==> config.mk <==
export PLATFORM = sky130hd
export DESIGN_NAME = cmd_reg_bank_flat
export DESIGN_NICKNAME = d
export VERILOG_FILES = /design/src/rtl/cmd_reg_bank_if.sv /design/src/rtl/cmd_reg_bank.sv /design/src/flat_wrapper.sv
export SDC_FILE = /design/constraint.sdc
export NUM_CORES = 1
export LEC_CHECK = 0
export ABC_CLOCK_PERIOD_IN_PS = 2700
export CORE_AREA = 3 3 344 346
export CTS_CLUSTER_DIAMETER = 120
export CTS_CLUSTER_SIZE = 20
export DETAILED_ROUTE_END_ITERATION = 8
export DIE_AREA = 0 0 347 349
export PLACE_DENSITY = 0.44
export SETUP_SLACK_MARGIN = 0.1
export SYNTH_ARGS = -nofsm -noshare
export SYNTH_HDL_FRONTEND = slang
export SYNTH_SLANG_ARGS = --single-unit
export TNS_END_PERCENT = 50
==> constraint.sdc <==
create_clock -name i_sysclk -period 2.7 [get_ports i_sysclk]
set_input_delay 0.27 -clock i_sysclk [delete_from_list [all_inputs] [get_ports i_sysclk]]
set_output_delay 0.27 -clock i_sysclk [all_outputs]
set_load 0.005 [all_outputs]
==> src/rtl/cmd_reg_bank_if.sv <==
// Command bus interface: one request per cycle while sel is high and a registered ack
// one cycle later. rd_wr_n=1 requests a read, rd_wr_n=0 requests a write.
interface intf_cmd #(
    parameter int unsigned DATA_BITS = 32,
    parameter int unsigned ADDR_BITS = 32
) ();
    logic                 sel;
    logic                 rd_wr_n;
    logic [ADDR_BITS-1:0] byte_addr;
    logic [DATA_BITS-1:0] wdata;
    logic [DATA_BITS-1:0] rdata;
    logic                 ack;

    modport master (
        output sel,
        output rd_wr_n,
        output byte_addr,
        output wdata,
        input  rdata,
        input  ack
    );

    modport slave (
        input  sel,
        input  rd_wr_n,
        input  byte_addr,
        input  wdata,
        output rdata,
        output ack
    );
endinterface

==> src/rtl/cmd_reg_bank.sv <==
// Generic command-bus register bank.
// NUM_REGS registers of DATA_BITS each, decoded from BASE_ADDR at DATA_BITS/8 stride.
// Each register is RW, RO (driven by i_hw_val) or W1C (sticky, set by i_hw_set).
// Every sampled sel cycle is one transaction, answered with a one-cycle ack the next
// cycle, including accesses that miss the register window.
// Optional build macro CMD_REG_BANK_ERR_EN adds o_bad_addr / o_bad_addr_cnt and makes
// miss reads return 0xDEADBEEF instead of 0.
module cmd_reg_bank #(
    parameter int unsigned                   DATA_BITS = 32,
    parameter int unsigned                   NUM_REGS  = 8,
    parameter int unsigned                   ADDR_BITS = 32,
    parameter int unsigned                   BASE_ADDR = 0,
    parameter logic [NUM_REGS-1:0]           RO_MASK   = '0,
    parameter logic [NUM_REGS-1:0]           W1C_MASK  = '0,
    parameter logic [NUM_REGS*DATA_BITS-1:0] RST_VALS  = '0
) (
    input  logic                          i_sysclk,
    input  logic                          i_srst_n,
    intf_cmd.slave                        cmd,
    input  logic [NUM_REGS*DATA_BITS-1:0] i_hw_val,
    input  logic [NUM_REGS*DATA_BITS-1:0] i_hw_set,
    output logic [NUM_REGS*DATA_BITS-1:0] o_regs,
    output logic [NUM_REGS-1:0]           o_wr_stb,
    output logic [NUM_REGS-1:0]           o_rd_stb
`ifdef CMD_REG_BANK_ERR_EN
    ,
    output logic                          o_bad_addr,
    output logic [15:0]                   o_bad_addr_cnt
`endif
);

    // Guard the divisor so a bad DATA_BITS still elaborates far enough to report it.
    localparam int unsigned          BytesRaw = DATA_BITS / 8;
    localparam int unsigned          Bytes    = (BytesRaw == 0) ? 1 : BytesRaw;
    localparam logic [ADDR_BITS-1:0] BaseA    = ADDR_BITS'(BASE_ADDR);
    localparam logic [ADDR_BITS-1:0] BytesA   = ADDR_BITS'(Bytes);
    localparam logic [ADDR_BITS-1:0] NumA     = ADDR_BITS'(NUM_REGS);

`ifdef CMD_REG_BANK_ERR_EN
    localparam logic [DATA_BITS-1:0] MissVal = DATA_BITS'(64'hDEAD_BEEF);
`else
    localparam logic [DATA_BITS-1:0] MissVal = '0;
`endif

    // ------------------------------------------------------------------
    // Elaboration-time configuration checks
    // ------------------------------------------------------------------
    if ((DATA_BITS == 0) || ((DATA_BITS % 8) != 0)) begin : g_err_data_bits
        $error("cmd_reg_bank: DATA_BITS must be a non-zero multiple of 8");
    end

    if ((BASE_ADDR % Bytes) != 0) begin : g_err_base_align
        $error("cmd_reg_bank: BASE_ADDR must be aligned to DATA_BITS/8");
    end

    if ((RO_MASK & W1C_MASK) != '0) begin : g_err_mask_overlap
        $error("cmd_reg_bank: RO_MASK and W1C_MASK overlap");
    end

    if ((NUM_REGS < 1) || (NUM_REGS > 256)) begin : g_err_num_regs
        $error("cmd_reg_bank: NUM_REGS must be in 1..256");
    end

    // ------------------------------------------------------------------
    // Address decode
    // ------------------------------------------------------------------
    logic [ADDR_BITS:0]   w_diff;
    logic [ADDR_BITS-1:0] w_off;
    logic [ADDR_BITS-1:0] w_idx;
    logic                 w_below_base;
    logic                 w_hit;
    logic [NUM_REGS-1:0]  w_dec;
    logic                 w_wr_req;
    logic                 w_rd_req;

    // Decode byte_addr into a one-hot register select; the extra top bit of the
    // subtraction is the borrow, i.e. byte_addr below BASE_ADDR.
    always_comb begin
        w_diff       = {1'b0, cmd.byte_addr} - {1'b0, BaseA};
        w_below_base = w_diff[ADDR_BITS];
        w_off        = w_diff[ADDR_BITS-1:0];
        w_idx        = w_off / BytesA;
        w_hit        = !w_below_base && ((w_off % BytesA) == '0) && (w_idx < NumA);
        w_dec        = '0;
        for (int i = 0; i < NUM_REGS; i++) begin
            w_dec[i] = w_hit && (w_idx == ADDR_BITS'(i));
        end
    end

    assign w_wr_req = cmd.sel && !cmd.rd_wr_n;
    assign w_rd_req = cmd.sel && cmd.rd_wr_n;

    // ------------------------------------------------------------------
    // Register storage
    // ------------------------------------------------------------------
    logic [DATA_BITS-1:0] w_rd_val [NUM_REGS];

    for (genvar gi = 0; gi < NUM_REGS; gi++) begin : g_reg
        if (RO_MASK[gi]) begin : g_ro
            // No storage: reads see the live hardware value, o_regs slice is tied off.
            assign w_rd_val[gi]                          = i_hw_val[gi*DATA_BITS +: DATA_BITS];
            assign o_regs[gi*DATA_BITS +: DATA_BITS]     = '0;
        end else if (W1C_MASK[gi]) begin : g_w1c
            localparam logic [DATA_BITS-1:0] RstVal = RST_VALS[gi*DATA_BITS +: DATA_BITS];
            logic [DATA_BITS-1:0] r_val;
            logic [DATA_BITS-1:0] w_clr;
            logic [DATA_BITS-1:0] w_set;

            assign w_clr = (w_wr_req && w_dec[gi]) ? cmd.wdata : '0;
            assign w_set = i_hw_set[gi*DATA_BITS +: DATA_BITS];

            // Sticky update every cycle; a hardware set wins over a same-cycle clear.
            always_ff @(posedge i_sysclk) begin
                if (!i_srst_n) begin
                    r_val <= RstVal;
                end else begin
                    r_val <= (r_val & ~w_clr) | w_set;
                end
            end

            assign w_rd_val[gi]                      = r_val;
            assign o_regs[gi*DATA_BITS +: DATA_BITS] = r_val;
        end else begin : g_rw
            localparam logic [DATA_BITS-1:0] RstVal = RST_VALS[gi*DATA_BITS +: DATA_BITS];
            logic [DATA_BITS-1:0] r_val;

            // Plain storage, loaded on a hit write.
            always_ff @(posedge i_sysclk) begin
                if (!i_srst_n) begin
                    r_val <= RstVal;
                end else if (w_wr_req && w_dec[gi]) begin
                    r_val <= cmd.wdata;
                end
            end

            assign w_rd_val[gi]                      = r_val;
            assign o_regs[gi*DATA_BITS +: DATA_BITS] = r_val;
        end
    end

    // Slices of i_hw_val / i_hw_set belonging to other register kinds are don't-care.
    logic w_unused_hw;
    assign w_unused_hw = ^{i_hw_val, i_hw_set};

    // ------------------------------------------------------------------
    // Read mux
    // ------------------------------------------------------------------
    logic [DATA_BITS-1:0] w_hit_val;

    // OR-reduce the selected register value; w_dec is one-hot or zero.
    always_comb begin
        w_hit_val = '0;
        for (int i = 0; i < NUM_REGS; i++) begin
            if (w_dec[i]) begin
                w_hit_val = w_hit_val | w_rd_val[i];
            end
        end
    end

    // ------------------------------------------------------------------
    // Response path
    // ------------------------------------------------------------------
    logic                 r_ack;
    logic [DATA_BITS-1:0] r_rdata;
    logic [NUM_REGS-1:0]  r_wr_stb;
    logic [NUM_REGS-1:0]  r_rd_stb;

    // ack, read data and strobes all land one cycle after the sampled sel; rdata holds
    // its value between reads.
    always_ff @(posedge i_sysclk) begin
        if (!i_srst_n) begin
            r_ack    <= 1'b0;
            r_rdata  <= '0;
            r_wr_stb <= '0;
            r_rd_stb <= '0;
        end else begin
            r_ack    <= cmd.sel;
            r_wr_stb <= w_wr_req ? (w_dec & ~RO_MASK) : '0;
            r_rd_stb <= w_rd_req ? w_dec : '0;
            if (w_rd_req) begin
                r_rdata <= w_hit ? w_hit_val : MissVal;
            end
        end
    end

    assign cmd.ack   = r_ack;
    assign cmd.rdata = r_rdata;
    assign o_wr_stb  = r_wr_stb;
    assign o_rd_stb  = r_rd_stb;

`ifdef CMD_REG_BANK_ERR_EN
    // ------------------------------------------------------------------
    // Bad-address reporting
    // ------------------------------------------------------------------
    logic        r_bad_addr;
    logic [15:0] r_bad_addr_cnt;
    logic        w_miss;

    assign w_miss = cmd.sel && !w_hit;

    // Pulse once per missed transaction and count misses, saturating at all-ones.
    always_ff @(posedge i_sysclk) begin
        if (!i_srst_n) begin
            r_bad_addr     <= 1'b0;
            r_bad_addr_cnt <= '0;
        end else begin
            r_bad_addr <= w_miss;
            if (w_miss && (r_bad_addr_cnt != 16'hFFFF)) begin
                r_bad_addr_cnt <= r_bad_addr_cnt + 16'd1;
            end
        end
    end

    assign o_bad_addr     = r_bad_addr;
    assign o_bad_addr_cnt = r_bad_addr_cnt;
`endif

endmodule

==> src/flat_wrapper.sv <==
// flat-port wrapper written by rule: the top's interface ports become plain ports
module cmd_reg_bank_flat 
#(
    parameter int unsigned                   DATA_BITS = 32,
    parameter int unsigned                   NUM_REGS  = 8,
    parameter int unsigned                   ADDR_BITS = 32,
    parameter int unsigned                   BASE_ADDR = 0,
    parameter logic [NUM_REGS-1:0]           RO_MASK   = '0,
    parameter logic [NUM_REGS-1:0]           W1C_MASK  = '0,
    parameter logic [NUM_REGS*DATA_BITS-1:0] RST_VALS  = '0
)
  (i_sysclk, i_srst_n, i_hw_val, i_hw_set, o_regs, o_wr_stb, o_rd_stb, cmd_sel, cmd_rd_wr_n, cmd_byte_addr, cmd_wdata, cmd_rdata, cmd_ack);
  intf_cmd #(.DATA_BITS(DATA_BITS), .ADDR_BITS(ADDR_BITS)) cmd_i ();
  input  logic i_sysclk;
  input  logic i_srst_n;
  input  logic [NUM_REGS*DATA_BITS-1:0] i_hw_val;
  input  logic [NUM_REGS*DATA_BITS-1:0] i_hw_set;
  output logic [NUM_REGS*DATA_BITS-1:0] o_regs;
  output logic [NUM_REGS-1:0] o_wr_stb;
  output logic [NUM_REGS-1:0] o_rd_stb;
  input wire logic [$bits(cmd_i.sel)-1:0] cmd_sel;
  input wire logic [$bits(cmd_i.rd_wr_n)-1:0] cmd_rd_wr_n;
  input wire logic [$bits(cmd_i.byte_addr)-1:0] cmd_byte_addr;
  input wire logic [$bits(cmd_i.wdata)-1:0] cmd_wdata;
  output wire logic [$bits(cmd_i.rdata)-1:0] cmd_rdata;
  output wire logic [$bits(cmd_i.ack)-1:0] cmd_ack;
  assign cmd_i.sel = cmd_sel;
  assign cmd_i.rd_wr_n = cmd_rd_wr_n;
  assign cmd_i.byte_addr = cmd_byte_addr;
  assign cmd_i.wdata = cmd_wdata;
  assign cmd_rdata = cmd_i.rdata;
  assign cmd_ack = cmd_i.ack;
  cmd_reg_bank #(.DATA_BITS(DATA_BITS), .NUM_REGS(NUM_REGS), .ADDR_BITS(ADDR_BITS), .BASE_ADDR(BASE_ADDR), .RO_MASK(RO_MASK), .W1C_MASK(W1C_MASK), .RST_VALS(RST_VALS)) u_core (.i_sysclk(i_sysclk), .i_srst_n(i_srst_n), .cmd(cmd_i), .i_hw_val(i_hw_val), .i_hw_set(i_hw_set), .o_regs(o_regs), .o_wr_stb(o_wr_stb), .o_rd_stb(o_rd_stb));
endmodule
-- Word level (Yosys, flattened, before mapping)
Cells that the tools add are included.
- bitwise gates (word level): 7
- reductions and logical operators: 24
- muxes and demuxes: 9
- magnitude comparators: 1
- eq/ne operators: 7
- operators with widths (operator ; number):
    $mux W32 ; 9
    $or A32 B32 Y32 ; 7
    $eq A30 B3 Y1 const B ; 4
    $logic_not A32 Y1 ; 2
    $eq A30 B2 Y1 const B ; 2
    $eq A30 B1 Y1 const B ; 1
    $lt A30 B4 Y1 const B ; 1
    $logic_and A1 B1 Y1 ; 19
    $reduce_and A2 Y1 ; 2
    $logic_not A1 Y1 ; 1
- logic and storage cells: 60
- register bits after elaboration: 305

-- Logic depth before layout (Yosys ltp)
Gate-level depths: netlist of the first run.
- depth after elaboration: 19
- mapped depth: 8
- gate-level depth less buffers: 5

-- Least setup slack after synthesis of the first run
No wires, ideal clock.
- kind: input port to flip-flop
- start: input cmd_byte_addr[20]
- end: register u_core.g_reg[3].g_rw.r_val[16]
- required time: 2576 ps
- stages on the path: 7
- arrival: 2108 ps
- buffers on the path: 2
- path slack: 467 ps
- cell sequence: or4_4 -> or4_1 -> buf_2 -> nor2_8 -> nand4_4 -> buf_4 -> mux2i_1
- longest elaborated chain between the ends: 4
- elaborated cells between the ends (all ways): 5
- ends and longest elaborated chain (element ; line ; text):
    start: declaration ; flat_wrapper.sv:23 ; input wire logic [$bits(cmd_i.byte_addr)-1:0] cmd_byte_addr;
    $lt A30 B4 Y1 ; cmd_reg_bank.sv:83 ; w_hit = !w_below_base && ((w_off % BytesA) == '0) && (w_idx < NumA);
    $logic_and A1 B1 Y1 ; cmd_reg_bank.sv:83 ;
    $logic_and A1 B1 Y1 * ; cmd_reg_bank.sv:86 ; w_dec[i] = w_hit && (w_idx == ADDR_BITS'(i));
    $logic_and A1 B1 Y1 * ; cmd_reg_bank.sv:131 ; end else if (w_wr_req && w_dec[gi]) begin
    end signal: assignment ; cmd_reg_bank.sv:130 ; r_val <= RstVal;
    end signal: assignment ; cmd_reg_bank.sv:132 ; r_val <= cmd.wdata;
    end: declaration ; cmd_reg_bank.sv:125 ; logic [DATA_BITS-1:0] r_val;
Every way passes the cells marked *; elsewhere a longest branch is shown, timed or not.
A chain may end at the register's enable or synchronous reset.

-- Final worst setup path of the first run
- start: input cmd_byte_addr[20]
- end: register u_core.g_reg[3].g_rw.r_val[23]
The elaborated chain is that of the path after synthesis.

==> results of run 1 <==
## Yosys cell counts, types with 2 or more instances
| cell | number | area, um^2 |
|---|---|---|
| nand3_1 | 124 | 620.6 |
| or4_1 | 3 | 22.52 |
| nor2_1 | 27 | 101.4 |
| nand2_1 | 259 | 972.2 |
| nor4b_1 | 2 | 17.52 |
| mux2_2 | 31 | 349.1 |
| nand3_2 | 2 | 20.02 |
| clkbuf_1 | 85 | 319.1 |
| mux4_2 | 2 | 45.04 |
| o21ai_0 | 125 | 625.6 |
| mux2i_1 | 101 | 1011 |
| a221oi_1 | 2 | 17.52 |
| a22oi_1 | 87 | 653.1 |
| buf_1 | 16 | 60.06 |
| a21boi_0 | 28 | 210.2 |
| a21oi_1 | 30 | 150.1 |
| a22o_1 | 29 | 254.0 |
| and3_1 | 2 | 12.51 |
| buf_2 | 7 | 35.03 |
| dfxtp_1 | 305 | 6106 |
| nor2b_1 | 4 | 25.02 |
| nor3_1 | 4 | 20.02 |
| and2_1 | 2 | 12.51 |
| nor4_1 | 5 | 31.28 |
| buf_4 | 5 | 37.54 |
| a21boi_1 | 5 | 37.54 |
| and4_1 | 2 | 17.52 |
| o211ai_1 | 28 | 210.2 |
| nand4_1 | 7 | 43.79 |
| buf_6 | 6 | 67.56 |
| a31o_2 | 6 | 52.55 |
## metal layers
metal | GRT usage (%) | vias to the layer above | share of wire (%)
met5 | 0 | - | 0.097
met4 | 2.473 | 12 | 2.1
met3 | 4.463 | 73 | 9.3
met2 | 19.14 | 393 | 46
met1 | 14.46 | 5877 | 42
li1 | - | 5572 | -
## registers in the layout, summed over array words and instances (netlist names)
register             cells
u_core.g.g_rw.r_val    256
u_core.cmd.rdata        32
u_core.o_rd_stb          8
u_core.cmd.ack           1
u_core.o_wr_stb          8
## final timing paths
kind,end,from,depth (start not counted),slack (ns)
setup / recovery,u_core.g_reg[3].g_rw.r_val[23],cmd_byte_addr[20],8,0.40
hold / removal,u_core.g_reg[2].g_rw.r_val[5],i_srst_n,3,0.13
setup reg to reg,u_core.cmd.rdata[30],u_core.g_reg[7].g_rw.r_val[30],4,1.38
hold reg to reg,u_core.cmd.rdata[27],u_core.cmd.rdata[27],2,0.47
## area by class of cell
type	count	area, um^2
Timing Repair Buffer	444	4552
Clock inverter	7	91.34
Inverter	1	3.754
Fill cell	13050	96710
Clock buffer	23	575.6
Sequential cell	305	6106
Tap cell	1524	1907
Multi-Input combinational cell	936	5794
## worst reg2reg max path, cell delays in order, from the launching register on
cell and delay [ns]:
dfxtp_1 0.35, mux2_2 0.27, a221oi_1 0.26, o22a_1 0.25, o21ai_0 0.08
## cells in the final DEF (no fill, tap or decap), drive strengths merged, types with 5 or more instances in the layout
master / n
inv: 5
buf: 75
o21ai: 125
mux2i: 101
a22oi: 87
nor2: 29
a21boi: 33
nand4: 8
nand3: 126
clkbuf: 23
mux2: 31
a31o: 6
nor4: 6
o211ai: 28
clkdlybuf4s50: 369
a21oi: 30
a22o: 29
dfxtp: 305
nand2: 259
## through the flow
step	cell area (um^2)	setup slack (ns)	TNS (ns)	total power, uW
after floorplan	12350	0.4674	0	4792
final	19030	0.4017	0	8568
after global routing	19030	0.2982	0	8869
after detailed placement	18360	-0.1271	-14.75	5128
after CTS	19030	0.4944	0	8733
after global placement	18360	-0.1207	-12.17	5133
## cell families after synthesis
family	synth area share (%)
buffers and inverters	4.235
DFF	49.44
and+or+nand+nor	16.71
muxes	11.38
AOI/OAI and AO/OA	18.24
## power groups by stage
stage          Sequential, uW  Combinational, uW  Clock (uW)
6_report                 4490                520        3550
4_1_cts                  4500                530        3710
5_1_grt                  4500                551        3820
3_3_place_gp             4600                533           0
3_5_place_dp             4600                528           0
2_1_floorplan            4600                191           0
==> impl_metrics.py, run 1 <==
metrics = {
    "run_status": {
        "status": "finished clean",
    },
    "clock_tree": {
        "cts_hold_buf": 0,
        "cts_buffers": 22,
        "clkTransAtPathRegs_ns": 0.09,
        "cts_sinks": 305,
        "cts_buffer_depth": 3,
        "h-tree-depth": 1,
        "cts_setup_buffers": 0,
        "insertion_delay_ns": 0.58,
        "cts_tree": "done",
        "cts_resized": 0,
        "clockRootBuffer": "clkbuf_16",
    },
    "timing": {
        "hold_viol": 0,
        "fin_skew_ns": 0.02089,
        "setup_violations": 0,
        "slew_headroom_pct": 56.61,
        "holdWs_ns": 0.1308,
        "period_share_pct": 85.12,
        "tightest_slew_ns": 0.6494,
        "drv_slew": 0,
        "rsz0062_at_grt": "false",
        "period_minus_slack_ns": 2.298,
        "fmax_mhz": 435.1,
    },
    "yosys": {
        "netlist_instances": 1361,
        "synth-seq-cells": 305,
        "ys_seq_area_share_pct": 49.44,
        "synth.distinct_cells": 51,
        "synth_async_sr_flop_share_pct": 0,
        "syn_area_per_cell_um2": 9.074,
        "synth-edff-count": 0,
        "ys.flop_type": "dfxtp_1",
        "syn_nets": 1941,
        "synth_area_mm2": 0.01235,
        "yosysWarnings": 0,
    },
    "route": {
        "num_vias": 11930,
        "drcViolationCount": 0,
        "drt.antenna.violating_nets": 0,
        "routed_via_density": 3.681,
        "drtPass1Iterations": 8,
        "wirelength_um": 73560,
        "wl_per_cell_um": 22.70,
        "first_iter_violations": 719,
    },
    "global_routing": {
        "track_usage_pct": 11.66,
        "grt_start_max_net_pins": 78,
        "grt-ovfl-total": 0,
        "grt_pass1_vias": 11710,
        "grt_pass1_wl_um": 100500,
        "antenna_found_initial": 11,
    },
    "floorplanning": {
        "initial_core_util_pct": 10.67,
        "io_pins": 885,
        "fp.dieW_um": 347,
        "die_area_mm2": 0.1211,
        "die_height_um": 349,
        "placementRows": 125,
        "core_mm2": 0.1157,
    },
    "critical_path": {
        "path_delay_family": "simple AND/OR/NAND/NOR gates",
        "crit_path_top_delay_cell": "or4_4",
        "crit_arrival_ns": 2.74,
        "endpoint_kind": "register",
        "cp-start-kind": "input port",
        "critPathKind": "input port to register",
        "max_stage_delay_ns": 0.54,
        "crit_required_ns": 3.15,
        "crit_chain": "clkdlybuf4s50_1 -> or4_4 -> or4_1 -> buf_4 -> nor2_8 -> nand4_4 -> buf_12 -> mux2i_1",
        "crit_fanout": 32,
        "cp_num_buf_inv": 3,
    },
    "power_and_ir_drop": {
        "p_comb_share_pct": 6.1,
        "seq_power_share_pct": 52.5,
        "switching_share_pct": 26.83,
        "p_switching_uw": 2299,
        "p_clk_share_pct": 41.5,
        "ir_worst_vdd_v": 0.0004175,
        "p_int_uw": 6269,
        "p_leak_uw": 0.006554,
        "cellPowerDensity_mw_per_mm2": 450.2,
    },
    "place": {
        "dp_hpwl_um": 54650,
        "gp_congestion": 0.7794,
        "portBuffers": 372,
        "dp.cells": 3210,
    },
    "finish": {
        "fin_nets": 2290,
        "drive_gt1_share_pct": 9.499,
        "fin_util_pct": 16.44,
        "synthToLayoutAreaGrowth_pct": 54.09,
        "num_antenna_cells": 0,
        "instances_no_fill": 3240,
    },
    "flow_run": {
        "cap_viol_max_count": 0,
    },
    "min_path": {
        "hold_path_class": "input port to register",
    },
}
(Power assumes the default switching activity.)
==> run 2, diff against run 1 <==
--- a/config.mk
+++ b/config.mk
@@ -5,12 +5,12 @@
 export SDC_FILE = /design/constraint.sdc
 export NUM_CORES = 1
 export LEC_CHECK = 0
-export ABC_CLOCK_PERIOD_IN_PS = 2700
-export CORE_AREA = 3 3 344 346
+export ABC_CLOCK_PERIOD_IN_PS = 2950
+export CORE_AREA = 3 3 340 342
 export CTS_CLUSTER_DIAMETER = 120
 export CTS_CLUSTER_SIZE = 20
 export DETAILED_ROUTE_END_ITERATION = 8
-export DIE_AREA = 0 0 347 349
+export DIE_AREA = 0 0 343 345
 export PLACE_DENSITY = 0.44
 export SETUP_SLACK_MARGIN = 0.1
 export SYNTH_ARGS = -nofsm -noshare
==> constraint.sdc (replaced) <==
create_clock -name i_sysclk -period 2.95 [get_ports i_sysclk]
set_input_delay 0.295 -clock i_sysclk [delete_from_list [all_inputs] [get_ports i_sysclk]]
set_output_delay 0.295 -clock i_sysclk [all_outputs]
set_load 0.005 [all_outputs]
==> run 2 against run 1 <==
Register-to-register slack better by 0.21 ns. Sequential power down 8.5%. Design area down 0.59%. Combinational power down 12%. Via count down 0.46%. Hold slack better by 0.064 ns. Worst setup slack better by 0.16 ns. Clock power down 13%. Highest routed layer unchanged.
==> impl_metrics.py, run 2 (same netlist as run 1, synthesis figures left out) <==
metrics = {
    "place": {
        "dp.cells": 3184,
        "dp_slack_ns": -0.03868,
        "portBuffers": 372,
        "dp_hpwl_um": 55070,
        "placed_cell_area_mm2": 0.01829,
        "gp_congestion": 0.8020,
    },
    "timing": {
        "fin_skew_ns": 0.02680,
        "rsz0062_at_grt": "false",
        "tightest_slew_ns": 0.6579,
        "hold_viol": 0,
        "setup_violations": 0,
        "drv_slew": 0,
        "period_minus_slack_ns": 2.388,
        "slew_headroom_pct": 56.00,
        "period_share_pct": 80.94,
        "setup_tns_ns": 0,
        "setup_slack_ns": 0.5622,
        "fmax_mhz": 418.8,
    },
    "finish": {
        "drive_gt1_share_pct": 9.293,
        "final_cell_mix": "clkdlybuf4s50_1 (368), dfxtp_1 (305), nand2_1 (259), o21ai_0 (125), nand3_1 (124)",
        "instances_no_fill": 3214,
        "fin_nets": 2287,
        "multi_input_area_mm2": 0.005801,
        "ff_latch_area_mm2": 0.006106,
        "mostFrequentLayoutCell": "clkdlybuf4s50_1",
        "stdcell_area_mm2": 0.01892,
        "synthToLayoutAreaGrowth_pct": 53.18,
        "largest_reg_flops": 256,
        "top_register": "u_core.g.g_rw.r_val",
        "fillCellCount": 12680,
    },
    "min_path": {
        "hold_path_class": "input port to register",
    },
    "power_and_ir_drop": {
        "p_int_uw": 5682,
        "switching_share_pct": 25.81,
        "seq_power_share_pct": 53.7,
        "p_clk_share_pct": 40.3,
        "p_comb_share_pct": 6.0,
        "p_leak_uw": 0.006519,
        "p_switching_uw": 1977,
        "cellPowerDensity_mw_per_mm2": 404.9,
        "ir_worst_vdd_v": 0.0003533,
    },
    "critical_path": {
        "cp-start-kind": "input port",
        "crit_arrival_ns": 2.83,
        "critPathKind": "input port to register",
        "crit_required_ns": 3.40,
        "crit_fanout": 17,
        "endpoint_kind": "register",
    },
    "global_routing": {
        "grt-ovfl-total": 0,
        "globalRouteMet2Util_pct": 18.78,
        "grt_util_met3_pct": 4.975,
        "grt_pass1_vias": 11490,
        "antenna_found_initial": 14,
        "top_usage_layer": "met2",
        "grt_start_max_net_pins": 72,
        "met1_usage_pct": 15.31,
        "grt_pass1_wl_um": 100600,
        "track_usage_pct": 12.01,
    },
    "route": {
        "drt.antenna.violating_nets": 0,
        "first_iter_violations": 784,
        "drtPass1Iterations": 5,
        "wl_per_cell_um": 22.89,
        "num_vias": 11870,
        "routed_via_density": 3.694,
        "wirelength_um": 73560,
        "drcViolationCount": 0,
    },
    "floorplanning": {
        "die_height_um": 345,
        "die_area_mm2": 0.1183,
        "fp.dieW_um": 343,
        "placementRows": 123,
        "core_mm2": 0.1127,
        "initial_core_util_pct": 10.96,
        "io_pins": 885,
    },
    "clock_tree": {
        "cts_tree": "done",
        "insertion_delay_ns": 0.56,
        "clkTransAtPathRegs_ns": 0.09,
        "cts_resized": 0,
        "cts_sinks": 305,
        "clockRootBuffer": "clkbuf_16",
        "cts_hold_buf": 0,
        "cts_setup_buffers": 0,
        "h-tree-depth": 1,
        "cts_buffer_depth": 3,
        "cts_buffers": 21,
    },
    "run_status": {
        "status": "finished clean",
    },
    "flow_run": {
        "cap_viol_max_count": 0,
    },
}
-- run 2: final timing paths --
| check | from | end | slack, ns | depth (start not counted) |
|---|---|---|---|---|
| min | i_srst_n | u_core.g_reg[2].g_rw.r_val[19] | 0.19 | 3 |
| max | cmd_byte_addr[20] | u_core.g_reg[3].g_rw.r_val[28] | 0.56 | 8 |
| max reg2reg | u_core.g_reg[7].g_rw.r_val[27] | u_core.cmd.rdata[27] | 1.59 | 4 |
| min reg2reg | u_core.cmd.rdata[27] | u_core.cmd.rdata[27] | 0.46 | 2 |
-- run 2: stage by stage --
step	hold WS, ns	util, %	power (uW)
floorplan	0.4167	-	4385
global placement	0.4375	16.24	4673
detailed placement	0.4474	16.24	4673
CTS	0.1650	16.79	7783
global route	0.1739	16.79	7943
finish	0.1947	16.79	7659
-- run 2: power groups by stage --
stage	combinational, uW	sequential, uW	clock, uW
2_1_floorplan	175	4210	0
3_3_place_gp	462	4210	0
3_5_place_dp	462	4210	0
4_1_cts	465	4110	3210
5_1_grt	482	4120	3350
6_report	456	4110	3090
-- run 2: layout make-up --
class	count	area share (%)
Sequential cell	305	32.28
Multi-Input combinational cell	936	30.66
Timing Repair Buffer	442	23.81
Tap cell	1500	9.921
Clock buffer	22	2.798
Clock inverter	5	0.4696
Antenna cell	3	0.03969
Inverter	1	0.01984
-- run 2: critical path: stages --
cell             delay (ns)
clkdlybuf4s50_1        0.40
or4_4                  0.60
or4_1                  0.61
buf_12                 0.20
nor2_8                 0.15
nand4_4                0.16
buf_12                 0.22
mux2i_1                0.15
-- run 2: per-layer routing --
layer | part of all wire, % | vias to the layer above
li1 | - | 5556
met1 | 43 | 5779
met2 | 44 | 448
met3 | 10 | 81
met4 | 2.5 | 8
met5 | 0.073 | -
